`config.mk`:
```
export PLATFORM = sky130hd
export DESIGN_NAME = ddr_packet_reader
export DESIGN_NICKNAME = d
export VERILOG_FILES = /design/src/rtl/ddr_packet_reader.sv
export SDC_FILE = /design/constraint.sdc
export NUM_CORES = 1
export LEC_CHECK = 0
export CORE_MARGIN = 2
export CORE_UTILIZATION = 50
export CTS_CLUSTER_SIZE = 20
export DETAILED_ROUTE_END_ITERATION = 8
export PLACE_DENSITY_LB_ADDON = 0.3
export SLEW_MARGIN = 10
export SYNTH_ARGS = -nofsm -noshare
export SYNTH_HDL_FRONTEND = slang
export SYNTH_SLANG_ARGS = --single-unit
```
`constraint.sdc`:
```
create_clock -name clk -period 3.15 [get_ports clk]
set_input_delay 0.315 -clock clk [delete_from_list [all_inputs] [get_ports clk]]
set_output_delay 0.315 -clock clk [all_outputs]
set_load 0.01 [all_outputs]
```
`src/rtl/ddr_packet_reader.sv`:
```
// Fetches one descriptor + payload packet from the 256-bit DDR read port and
// serialises the payload as 32-bit valid/ready words with sop/eop/empty framing.
//
// state     | meaning
// IDLE      | waiting for start
// RD_DESC   | descriptor read request pending
// WAIT_DESC | waiting for descriptor line (timeout armed)
// CHECK     | validate length, derive word count and eop empty bytes
// RD_LINE   | payload read request pending (raised one cycle after entry)
// WAIT_LINE | waiting for payload line (timeout armed)
// STREAM    | presenting holding-register lanes; done is raised on eop accept
module ddr_packet_reader #(
    parameter logic [24:0] BASE_ADDR  = 25'd1,
    parameter int          MAX_LEN    = 1024,
    parameter int          RD_TIMEOUT = 1000
) (
    input  logic         clk,
    input  logic         rst_n,
    input  logic         start,
    output logic         busy,
    output logic         done,
    output logic         err,
    output logic         mem_rd_rq,
    input  logic         mem_rd_ready,
    output logic [24:0]  mem_rd_addr,
    input  logic         mem_rd_valid,
    input  logic [255:0] mem_rd_data,
    output logic [31:0]  tx_data,
    output logic         tx_valid,
    input  logic         tx_ready,
    output logic         tx_sop,
    output logic         tx_eop,
    output logic [1:0]   tx_empty
);

    typedef enum logic [2:0] {
        ST_IDLE,
        ST_RD_DESC,
        ST_WAIT_DESC,
        ST_CHECK,
        ST_RD_LINE,
        ST_WAIT_LINE,
        ST_STREAM
    } state_t;

    localparam logic [15:0] MAX_LEN_W = 16'(MAX_LEN);
    localparam logic [15:0] TMO_LAST  = 16'(RD_TIMEOUT - 1);

    state_t         state;
    logic [15:0]    len;
    logic [8:0]     words;
    logic [1:0]     empty_last;
    logic [24:0]    line;
    logic [2:0]     lane;
    logic [255:0]   holding;
    logic [15:0]    tmo_cnt;
    logic           first_word;

    logic [2:0]     lane_nxt;
    logic [31:0]    lane_word;
    logic [31:0]    next_word;

    assign lane_nxt  = lane + 3'd1;
    assign lane_word = holding[{lane, 5'b0} +: 32];
    assign next_word = holding[{lane_nxt, 5'b0} +: 32];

    always_ff @(posedge clk) begin
        if (!rst_n) begin
            state       <= ST_IDLE;
            busy        <= 1'b0;
            done        <= 1'b0;
            err         <= 1'b0;
            mem_rd_rq   <= 1'b0;
            mem_rd_addr <= '0;
            tx_data     <= '0;
            tx_valid    <= 1'b0;
            tx_sop      <= 1'b0;
            tx_eop      <= 1'b0;
            tx_empty    <= '0;
            len         <= '0;
            words       <= '0;
            empty_last  <= '0;
            line        <= '0;
            lane        <= '0;
            holding     <= '0;
            tmo_cnt     <= '0;
            first_word  <= 1'b0;
        end else begin
            done <= 1'b0;
            err  <= 1'b0;
            case (state)
                ST_IDLE: begin
                    if (start) begin
                        busy        <= 1'b1;
                        mem_rd_rq   <= 1'b1;
                        mem_rd_addr <= BASE_ADDR;
                        state       <= ST_RD_DESC;
                    end
                end
                ST_RD_DESC: begin
                    if (mem_rd_ready) begin
                        mem_rd_rq <= 1'b0;
                        tmo_cnt   <= 16'd1;
                        state     <= ST_WAIT_DESC;
                    end
                end
                ST_WAIT_DESC: begin
                    if (mem_rd_valid) begin
                        len     <= mem_rd_data[15:0];
                        tmo_cnt <= '0;
                        state   <= ST_CHECK;
                    end else if (tmo_cnt == TMO_LAST) begin
                        err     <= 1'b1;
                        busy    <= 1'b0;
                        tmo_cnt <= '0;
                        state   <= ST_IDLE;
                    end else begin
                        tmo_cnt <= tmo_cnt + 16'd1;
                    end
                end
                ST_CHECK: begin
                    if (len == 16'd0 || len > MAX_LEN_W) begin
                        err   <= 1'b1;
                        busy  <= 1'b0;
                        state <= ST_IDLE;
                    end else begin
                        words      <= 9'((len + 16'd3) >> 2);
                        empty_last <= 2'd0 - len[1:0];
                        line       <= BASE_ADDR + 25'd1;
                        first_word <= 1'b1;
                        state      <= ST_RD_LINE;
                    end
                end
                ST_RD_LINE: begin
                    if (!mem_rd_rq) begin
                        mem_rd_rq   <= 1'b1;
                        mem_rd_addr <= line;
                    end else if (mem_rd_ready) begin
                        mem_rd_rq <= 1'b0;
                        tmo_cnt   <= 16'd1;
                        state     <= ST_WAIT_LINE;
                    end
                end
                ST_WAIT_LINE: begin
                    if (mem_rd_valid) begin
                        holding <= mem_rd_data;
                        lane    <= '0;
                        tmo_cnt <= '0;
                        state   <= ST_STREAM;
                    end else if (tmo_cnt == TMO_LAST) begin
                        err     <= 1'b1;
                        busy    <= 1'b0;
                        tmo_cnt <= '0;
                        state   <= ST_IDLE;
                    end else begin
                        tmo_cnt <= tmo_cnt + 16'd1;
                    end
                end
                ST_STREAM: begin
                    // First cycle in STREAM loads the current lane; later words load on accept.
                    if (!tx_valid) begin
                        tx_valid <= 1'b1;
                        tx_data  <= lane_word;
                        tx_sop   <= first_word;
                        tx_eop   <= (words == 9'd1);
                        tx_empty <= (words == 9'd1) ? empty_last : 2'd0;
                    end else if (tx_ready) begin
                        words      <= words - 9'd1;
                        lane       <= lane_nxt;
                        first_word <= 1'b0;
                        if (words == 9'd1) begin
                            tx_valid <= 1'b0;
                            tx_sop   <= 1'b0;
                            tx_eop   <= 1'b0;
                            tx_empty <= 2'd0;
                            done     <= 1'b1;
                            busy     <= 1'b0;
                            state    <= ST_IDLE;
                        end else if (lane == 3'd7) begin
                            tx_valid <= 1'b0;
                            tx_sop   <= 1'b0;
                            tx_eop   <= 1'b0;
                            tx_empty <= 2'd0;
                            line     <= line + 25'd1;
                            state    <= ST_RD_LINE;
                        end else begin
                            tx_data  <= next_word;
                            tx_sop   <= 1'b0;
                            tx_eop   <= (words == 9'd2);
                            tx_empty <= (words == 9'd2) ? empty_last : 2'd0;
                        end
                    end
                end
                default: state <= ST_IDLE;
            endcase
        end
    end

endmodule

```
After elaboration in Yosys (flattened, before gate mapping)
Cells that the tools add are included.
{"block": "totals", "regBits": 397, "input_bits": 262, "out_inout_bits": 66, "wordCells": 157}
{"block": "op_classes", "n_addsub": 6, "magnitude_cmp": 1, "n_eq_ne": 29, "shift": 2, "n_mux": 75, "bitwise": 1, "reduce_logical": 24}
{"cell": "$shiftx 256x9->32", "count": 2}
{"cell": "$mux 25", "count": 7}
{"cell": "$mux 32", "count": 4}
{"cell": "$pmux 25 s2", "count": 2}
{"cell": "$mux 16", "count": 4}
{"cell": "$pmux 16 s3", "count": 1}
{"cell": "$mux 3", "count": 15}
{"cell": "$ne 2x2->1 const B", "count": 16}
{"cell": "$mux 9", "count": 3}
{"cell": "$mux 1", "count": 26}
{"cell": "$add 25x1->25 const B", "count": 1}
{"cell": "$pmux 3 s7", "count": 1}
{"cell": "$pmux 9 s2", "count": 1}
{"cell": "$add 16x1->16 const B", "count": 1}
{"cell": "$eq 16x10->1 const B", "count": 1}
{"cell": "$gt 16x11->1 const B", "count": 1}
{"cell": "$logic_not 16->1", "count": 1}
{"cell": "$reduce_and 4->1", "count": 4}
{"cell": "$eq 3x3->1 const B", "count": 4}
{"cell": "$mux 2", "count": 6}
{"cell": "$add 11x2->11 const B", "count": 1}
{"cell": "$reduce_and 2->1", "count": 5}
{"cell": "$eq 9x1->1 const B", "count": 1}
{"cell": "$eq 9x2->1 const B", "count": 1}
{"cell": "22 further kinds", "count": 29}

Longest topological paths before layout
Gate-level depths: netlist (run 1).
{"block": "depth", "depth_word": 6, "ltp_mapped": 9}

Worst setup path before layout (run 1)
Ideal clock, no wire load.
{"block": "synth_path", "path_type": "reg2reg", "start": "register lane[0]", "end": "register tx_data[0]", "setup_ps": 137, "arrival_ps": 2055, "required_ps": 3013, "path_slack_ps": 958, "path_stages_with_launch": 8, "cell_sequence": "dfxtp_1 > ha_1 > mux2i_2 > buf_6 > buf_6 > mux4_2 > nand2_1 > a31oi_1"}
{"block": "synth_via", "elab_chain_cells": 6, "elab_cells_between_ends": 10, "cone_classes": "1 x add/sub; 2 x eq/ne; 2 x shift; 4 x mux; 1 x reduce/logical"}
{"element": "start: declaration", "line": "54", "text": "logic [2:0] lane;"}
{"element": "start signal: assignment", "line": "169", "text": "lane <= lane_nxt;"}
{"element": "$add 3x1->3", "line": "63", "text": "assign lane_nxt = lane + 3'd1;"}
{"element": "$shiftx 256x9->32", "line": "65", "text": "assign next_word = holding[{lane_nxt, 5'b0} +: 32];"}
{"element": "$mux 32", "line": "179", "text": "end else if (lane == 3'd7) begin"}
{"element": "$mux 32", "line": "171", "text": "if (words == 9'd1) begin"}
{"element": "$mux 32", "line": "167", "text": "end else if (tx_ready) begin"}
{"element": "$mux 32", "line": "161", "text": "if (!tx_valid) begin"}
{"element": "end signal: assignment", "line": "163", "text": "tx_data <= lane_word;"}
{"element": "end signal: assignment", "line": "187", "text": "tx_data <= next_word;"}
{"element": "end: declaration", "line": "28", "text": "output logic [31:0] tx_data,"}
Several ways; a longest one is shown, not always the timed one. The select of a mux whose other input is x is not followed.
A chain may end at the register's enable or synchronous reset.

Worst setup path after layout (run 1)
{"block": "layout_path", "start": "register words[0]", "end": "register line[6]"}
{"block": "layout_via", "elab_chain_cells": 3}
{"element": "start: declaration", "line": "51", "text": "logic [8:0] words;"}
{"element": "start signal: assignment", "line": "127", "text": "words <= 9'((len + 16'd3) >> 2);"}
{"element": "start signal: assignment", "line": "168", "text": "words <= words - 9'd1;"}
{"element": "$eq 9x1->1", "line": "171"}
{"element": "$ne 2x2->1 (no line)"}
{"element": "$reduce_and 6->1 (no line)"}
{"element": "end signal: assignment", "line": "129", "text": "line <= BASE_ADDR + 25'd1;"}
{"element": "end signal: assignment", "line": "184", "text": "line <= line + 25'd1;"}
{"element": "end: declaration", "line": "53", "text": "logic [24:0] line;"}
Every way passes these cells.

==> reports/results.txt, run 1 <==
FF-to-FF setup slack = 410 ps
delay-heaviest family, CP = simple AND/OR/NAND/NOR gates
first-pass GRT wire length = 81440 µm
Detailed Routing Iterations Pass 1 = 6
max-cap viol count = 0
GRT Util Overall = 28.51%
Syn Inst Count = 2080
mapped cell area = 17170 µm²
Crit-path slowest cell = or4b_1
Post-synth top flop = dfxtp_1
EDFF count, synth = 0
largest net degree at the start of global routing = 156
Hold EP = holding[112]
Final Cycle Share = 87.02%
Die Y = 189.3 µm
largest cells by area after synthesis = dfxtp_1 (46%), nand2_1 (15%), a21oi_1 (10%)
placed instance count = 2718
port bufs = 327
cell taking the most area after synthesis = dfxtp_1
CTS sink count = 397
crit-path max FO = 16
full die area = 35830 µm²
H-tree Lvls = 2
fin worst setup slack = 408.8 ps
hold buffers post-CTS = 0
ys async rst share = 0%
total CTS buffers = 41
R2R depth = 6
Setup TNS = 0 ps
worst path bufs/invs = 0
total congestion overflow = 0
Seq cells post-synth = 397
Tightest Pin Transition = 1067 ps
pwr/cell area = 493.8 nW/µm²
nature of the critical path endpoint = flip-flop
Critical Path RT = 3580 ps
Crit Path Category = reg -> reg
clock buffer depth = 3
vias in the first global route = 15417
post-route minimum period = 2741 ps
Vias = 16056
post_cts resized = 0
CP peak stage delay = 560 ps
area of the multi-input gates = 8493 µm²
DR iter-0 viols = 1305
top cell type's share of synthesized area = 46.30%
final cell count without fillers = 2791
IO Pins = 328
reg2reg end = line[6]
Max Freq = 0.3648 GHz
Rows = 67
hpwl dp = 36560 µm
r2r startpoint = words[0]
synth warn = 0
WL final = 52090 µm
hold path cells = 3
CP startpoint kind = flip-flop
post-route ant nets = 0
CP arrival = 3170 ps
Worst Clk Skew = 18.11 ps
Core Area = 33700 µm²
Hold Slack = 321.5 ps
layout cell share with drive strength beyond 1 = 8.116%
DRC = 0
TritonCTS clock tree = built
Peak VDD IR = 362.2 µV
Setup crit start = words[0]
Via-to-Cell Ratio = 5.753
clk slew on worst S/H paths = 60 ps
nets = 2583
Die W = 189.3 µm
Syn Area/Cell = 8.253 µm²
number of buffers added for setup after CTS = 0
area grow syn2layout = 28.65%
clk_lat worst skew = 540 ps
register area share after synthesis = 46.30%
worst relative slew slack = 28.36%
gpl congestion = 0.8582
CP Cell Sequence = ha_1, or4b_1, o211ai_4, or2_1, nand2_4, a311oi_1
Hold Crit Class = in -> reg
Root Buffer = clkbuf_16
syn nets = 2350
status = finished clean
RSZ-0062 raised after global routing = false
Leakage = 7.184 nW
post-DR wirelength/cell = 18.66 µm
Slew Limit Fails = 0
final setup fails = 0
final core utilization = 65.53%
Hold Violations, Final = 0
pre-CTS WS = 430.0 ps
Seq. cell area = 7948 µm²
Initial Util = 50.94%
min-delay src = mem_rd_data[112]
post-synth cell types = 80
initial antenna violation count = 3
Fill cells = 2771
worst min-delay path: stages:
cell	delay, ps
clkdlybuf4s50_1	390
nand2_1	50
a21oi_1	50
synth_stat cells (6+ instances only):
cell      number
nor3_1        18
dfxtp_1      397
buf_2         14
or3_1         12
clkbuf_1     135
nor2_1        40
o32ai_1        6
nand3_1       48
and3_1        12
nand2_1      687
inv_1         16
buf_6         10
o31ai_1        8
a31oi_1       46
buf_1          9
mux2i_1        7
ha_1           8
xnor2_1        6
nand4_1       12
mux4_2        62
or4_1         10
and2_1         8
o21ai_0       60
a21oi_1      345
metal layers:
layer | up-vias | wire length [µm] | global-route usage [%]
met5 | - | 31 | 0
met1 | 7643 | 20430 | 35.10
met3 | 127 | 3957 | 5.598
met2 | 622 | 25420 | 48.72
met4 | 4 | 2250 | 12.22
li1 | 7660 | - | -
cell usage in the layout (no fill, tap or decap), drive strengths merged, types with 3 or more instances in the layout:
master	Yosys	layout
o21a	4	4
nor4	7	7
xor2	4	4
clkdlybuf4s50	0	326
o211ai	6	6
clkbuf	135	58
and3	12	12
nand2b	3	3
bufinv	0	5
nor3	19	19
a21o	3	3
inv	18	20
o31ai	8	8
nand4	12	12
o221a	5	5
a211oi	5	5
clkinv	0	6
a31oi	46	46
a21oi	345	345
o21ai	61	61
nor2	40	40
dfxtp	397	397
or3	12	12
xnor2	6	6
mux4	64	64
o22ai	3	3
o32ai	6	6
nand2	688	688
buf	34	33
and2	8	8
or2	4	4
or4	11	11
a311oi	8	8
nor3b	3	3
mux2i	8	8
and4	5	5
nand3	48	48
ha	8	8
where the power goes:
part	internal, mW	switching [mW]
logic	0.430	0.392
clock network	2.99	1.98
registers	5.06	0.0534
final cells by class:
type                       instances  area share (%)
clock inverter                    13          0.8952
timing repair buffer             359           16.45
multi-input combinational       1496           38.46
inverter                          18          0.3400
tap                              448           2.538
clock buffer                      58           5.298
antenna                            2         0.02266
sequential                       397           35.99
cells by family (layout without fill, tap and decap cells):
kind of cell	after synthesis	after routing	share of synthesized area, %
AOI/OAI and AO/OA	523	523	17.36
and+or+nand+nor	881	881	21.50
adders and majority gates	8	8	0.5832
other	0	2	0
DFF	397	397	46.30
muxes	74	74	9.060
buffers and inverters	187	448	4.694
xor gates and xnor gates	10	10	0.5102
metrics by stage:
stage	power, mW	area [µm²]
after floorplan	5.548	17170
after global placement	6.023	20710
after detailed placement	6.037	20710
after CTS	10.95	22080
after global routing	11.21	22080
final	10.90	22080
registers in the layout (all words and copies together), names as in the netlist, 2 cells and up:
signal and cells:
mem_rd_addr 25, len 16, empty_last 2, state 3, words 9, tx_empty 2
tx_data 32, line 25, holding 256, tmo_cnt 16, lane 3
worst max-delay path by stage:
| stage | depth (start not counted) | end |
|---|---|---|
| global placement | 6 | line[5] |
| floorplan | 7 | tx_data[0] |
| global route | 8 | words[0] |
| finish | 6 | line[6] |
| detailed placement | 6 | line[6] |
| CTS | 6 | line[6] |
No activity file was read; power rests on OpenSTA's default activity.
==> inputs of run 2 (changes only) <==
--- a/config.mk
+++ b/config.mk
@@ -10,6 +10,7 @@
 export CTS_CLUSTER_SIZE = 20
 export DETAILED_ROUTE_END_ITERATION = 8
 export PLACE_DENSITY_LB_ADDON = 0.3
+export RECOVER_POWER = 25
 export SLEW_MARGIN = 10
 export SYNTH_ARGS = -nofsm -noshare
 export SYNTH_HDL_FRONTEND = slang
==> run 2 against run 1 <==
Net effect:
- final area about the same
- via count down 0.17%
- global-route usage unchanged
- utilization about the same
- routed wire length down 0.31%
- non-clock buffer count unchanged
- register-to-register slack worse by 150 ps
- largest cell class unchanged
- largest power group unchanged
- highest routed layer unchanged
==> reports/results.txt, run 2 (synthesis results as in run 1) <==
Crit Path Category = reg -> reg
clk_lat worst skew = 540 ps
IO Pins = 328
hpwl dp = 36560 µm
Leakage = 7.404 nW
Vias = 16028
WL final = 51930 µm
Max Freq = 0.3454 GHz
Crit path depth = 5
crit-path max FO = 33
delay-heaviest family, CP = simple AND/OR/NAND/NOR gates
placed instance count = 2718
Tightest Pin Transition = 1067 ps
pwr/cell area = 493.9 nW/µm²
Largest regs = holding x256, tx_data x32
CP Cell Sequence = and3b_1, clkbuf_2, nand3_1, a221o_1, a21oi_1
H-tree Lvls = 2
total power = 10.90 mW
Root Buffer = clkbuf_16
post-DR wirelength/cell = 18.60 µm
Slew Limit Fails = 0
nature of the critical path endpoint = flip-flop
most frequent cells in the layout = nand2_1 (687), dfxtp_1 (397), a21oi_1 (344), clkdlybuf4s50_1 (261), dlygate4sd3_1 (65)
GRT Util Overall = 28.51%
max reg flops = 256
Final Cycle Share = 91.91%
Die W = 189.3 µm
max-cap viol count = 0
DRC = 0
total congestion overflow = 0
area grow syn2layout = 28.60%
post_cts resized = 0
Crit-path slowest cell = dfxtp_1
Post-DP Area = 20710 µm²
post-route minimum period = 2895 ps
Detailed Routing Iterations Pass 1 = 7
DR iter-0 viols = 1310
number of buffers added for setup after CTS = 0
CP peak stage delay = 700 ps
port bufs = 327
Hold Crit Class = in -> reg
total CTS buffers = 41
hold buffers post-CTS = 0
Core Area = 33700 µm²
vias in the first global route = 15417
Worst Clk Skew = 19.15 ps
pre-CTS WS = 430.0 ps
initial antenna violation count = 3
largest net degree at the start of global routing = 156
layout cell share with drive strength beyond 1 = 7.988%
status = finished clean
R2R depth = 5
CP startpoint kind = flip-flop
hold path cells = 3
worst path bufs/invs = 1
RSZ-0062 raised after global routing = false
CTS sink count = 397
most common cell after layout, fill and taps aside = nand2_1
Rows = 67
full die area = 35830 µm²
fin worst setup slack = 254.8 ps
worst relative slew slack = 28.39%
Die Y = 189.3 µm
final setup fails = 0
nets = 2583
CP arrival = 3340 ps
Hold Violations, Final = 0
clock buffer depth = 3
design area = 22070 µm²
Via-to-Cell Ratio = 5.743
final core utilization = 65.50%
Initial Util = 50.94%
Setup TNS = 0 ps
final cell count without fillers = 2791
gpl congestion = 0.8582
TritonCTS clock tree = built
Critical Path RT = 3600 ps
Peak VDD IR = 363.4 µV
Hold Slack = 321.4 ps
first-pass GRT wire length = 81440 µm
largest reg by FF count = holding
clk slew on worst S/H paths = 60 ps
post-route ant nets = 0
## run 2: cell types whose count changed in the layout (fill, tap and decap cells not counted), moves of 2 or more
cell / change
and2_0: +2
dlygate4sd3_1: +65
and2_1: -2
clkbuf_2: +2
clkdlybuf4s50_1: -65
buf_4: -3
## run 2: final timing paths
kind,from,to,slack [ps]
worst max-delay path,state[1],words[1],250
worst min-delay path,mem_rd_data[112],holding[112],320
worst max register to register,state[1],words[1],250
worst min register to register,mem_rd_addr[23],mem_rd_addr[23],450
## run 2: worst register-to-register path, delay by kind of cell, from the launching register on
| family | cells | cell delay [ps] |
|---|---|---|
| flops | 1 | 700 |
| compound gates | 2 | 610 |
| buf+inv | 1 | 590 |
| simple gates | 2 | 920 |
## run 2: area by class of cell
| type | instances | area [µm²] |
|---|---|---|
| Clock inverter | 13 | 197.7 |
| Multi-Input combinational cell | 1496 | 8493 |
| Fill cell | 2772 | 11630 |
| Inverter | 18 | 75.07 |
| Timing Repair Buffer | 359 | 3625 |
| Sequential cell | 397 | 7948 |
| Antenna cell | 2 | 5.005 |
| Clock buffer | 58 | 1170 |
| Tap cell | 448 | 560.5 |
## run 2: metal layers
metal / track usage (%) / share of wire [%] / vias up
met3: 5.598 / 7.6 / 121
met5: 0 / 0.060 / -
met2: 48.72 / 49 / 618
li1: - / - / 7663
met4: 12.22 / 4.2 / 4
met1: 35.10 / 39 / 7622
## run 2: power by group
group,internal (mW),switching (mW),total [mW],leakage [nW]
sequential,5.06,0.0527,5.11,3.20
combinational,0.421,0.392,0.813,3.53
clock,2.99,1.99,4.98,0.677
==> inputs of run 3 (changes only) <==
--- a/config.mk
+++ b/config.mk
@@ -10,7 +10,6 @@
 export CTS_CLUSTER_SIZE = 20
 export DETAILED_ROUTE_END_ITERATION = 8
 export PLACE_DENSITY_LB_ADDON = 0.3
-export RECOVER_POWER = 25
 export SLEW_MARGIN = 10
 export SYNTH_ARGS = -nofsm -noshare
 export SYNTH_HDL_FRONTEND = slang
==> results of run 3 <==
Final layout, timing and power as in run 1 (identical DEF).
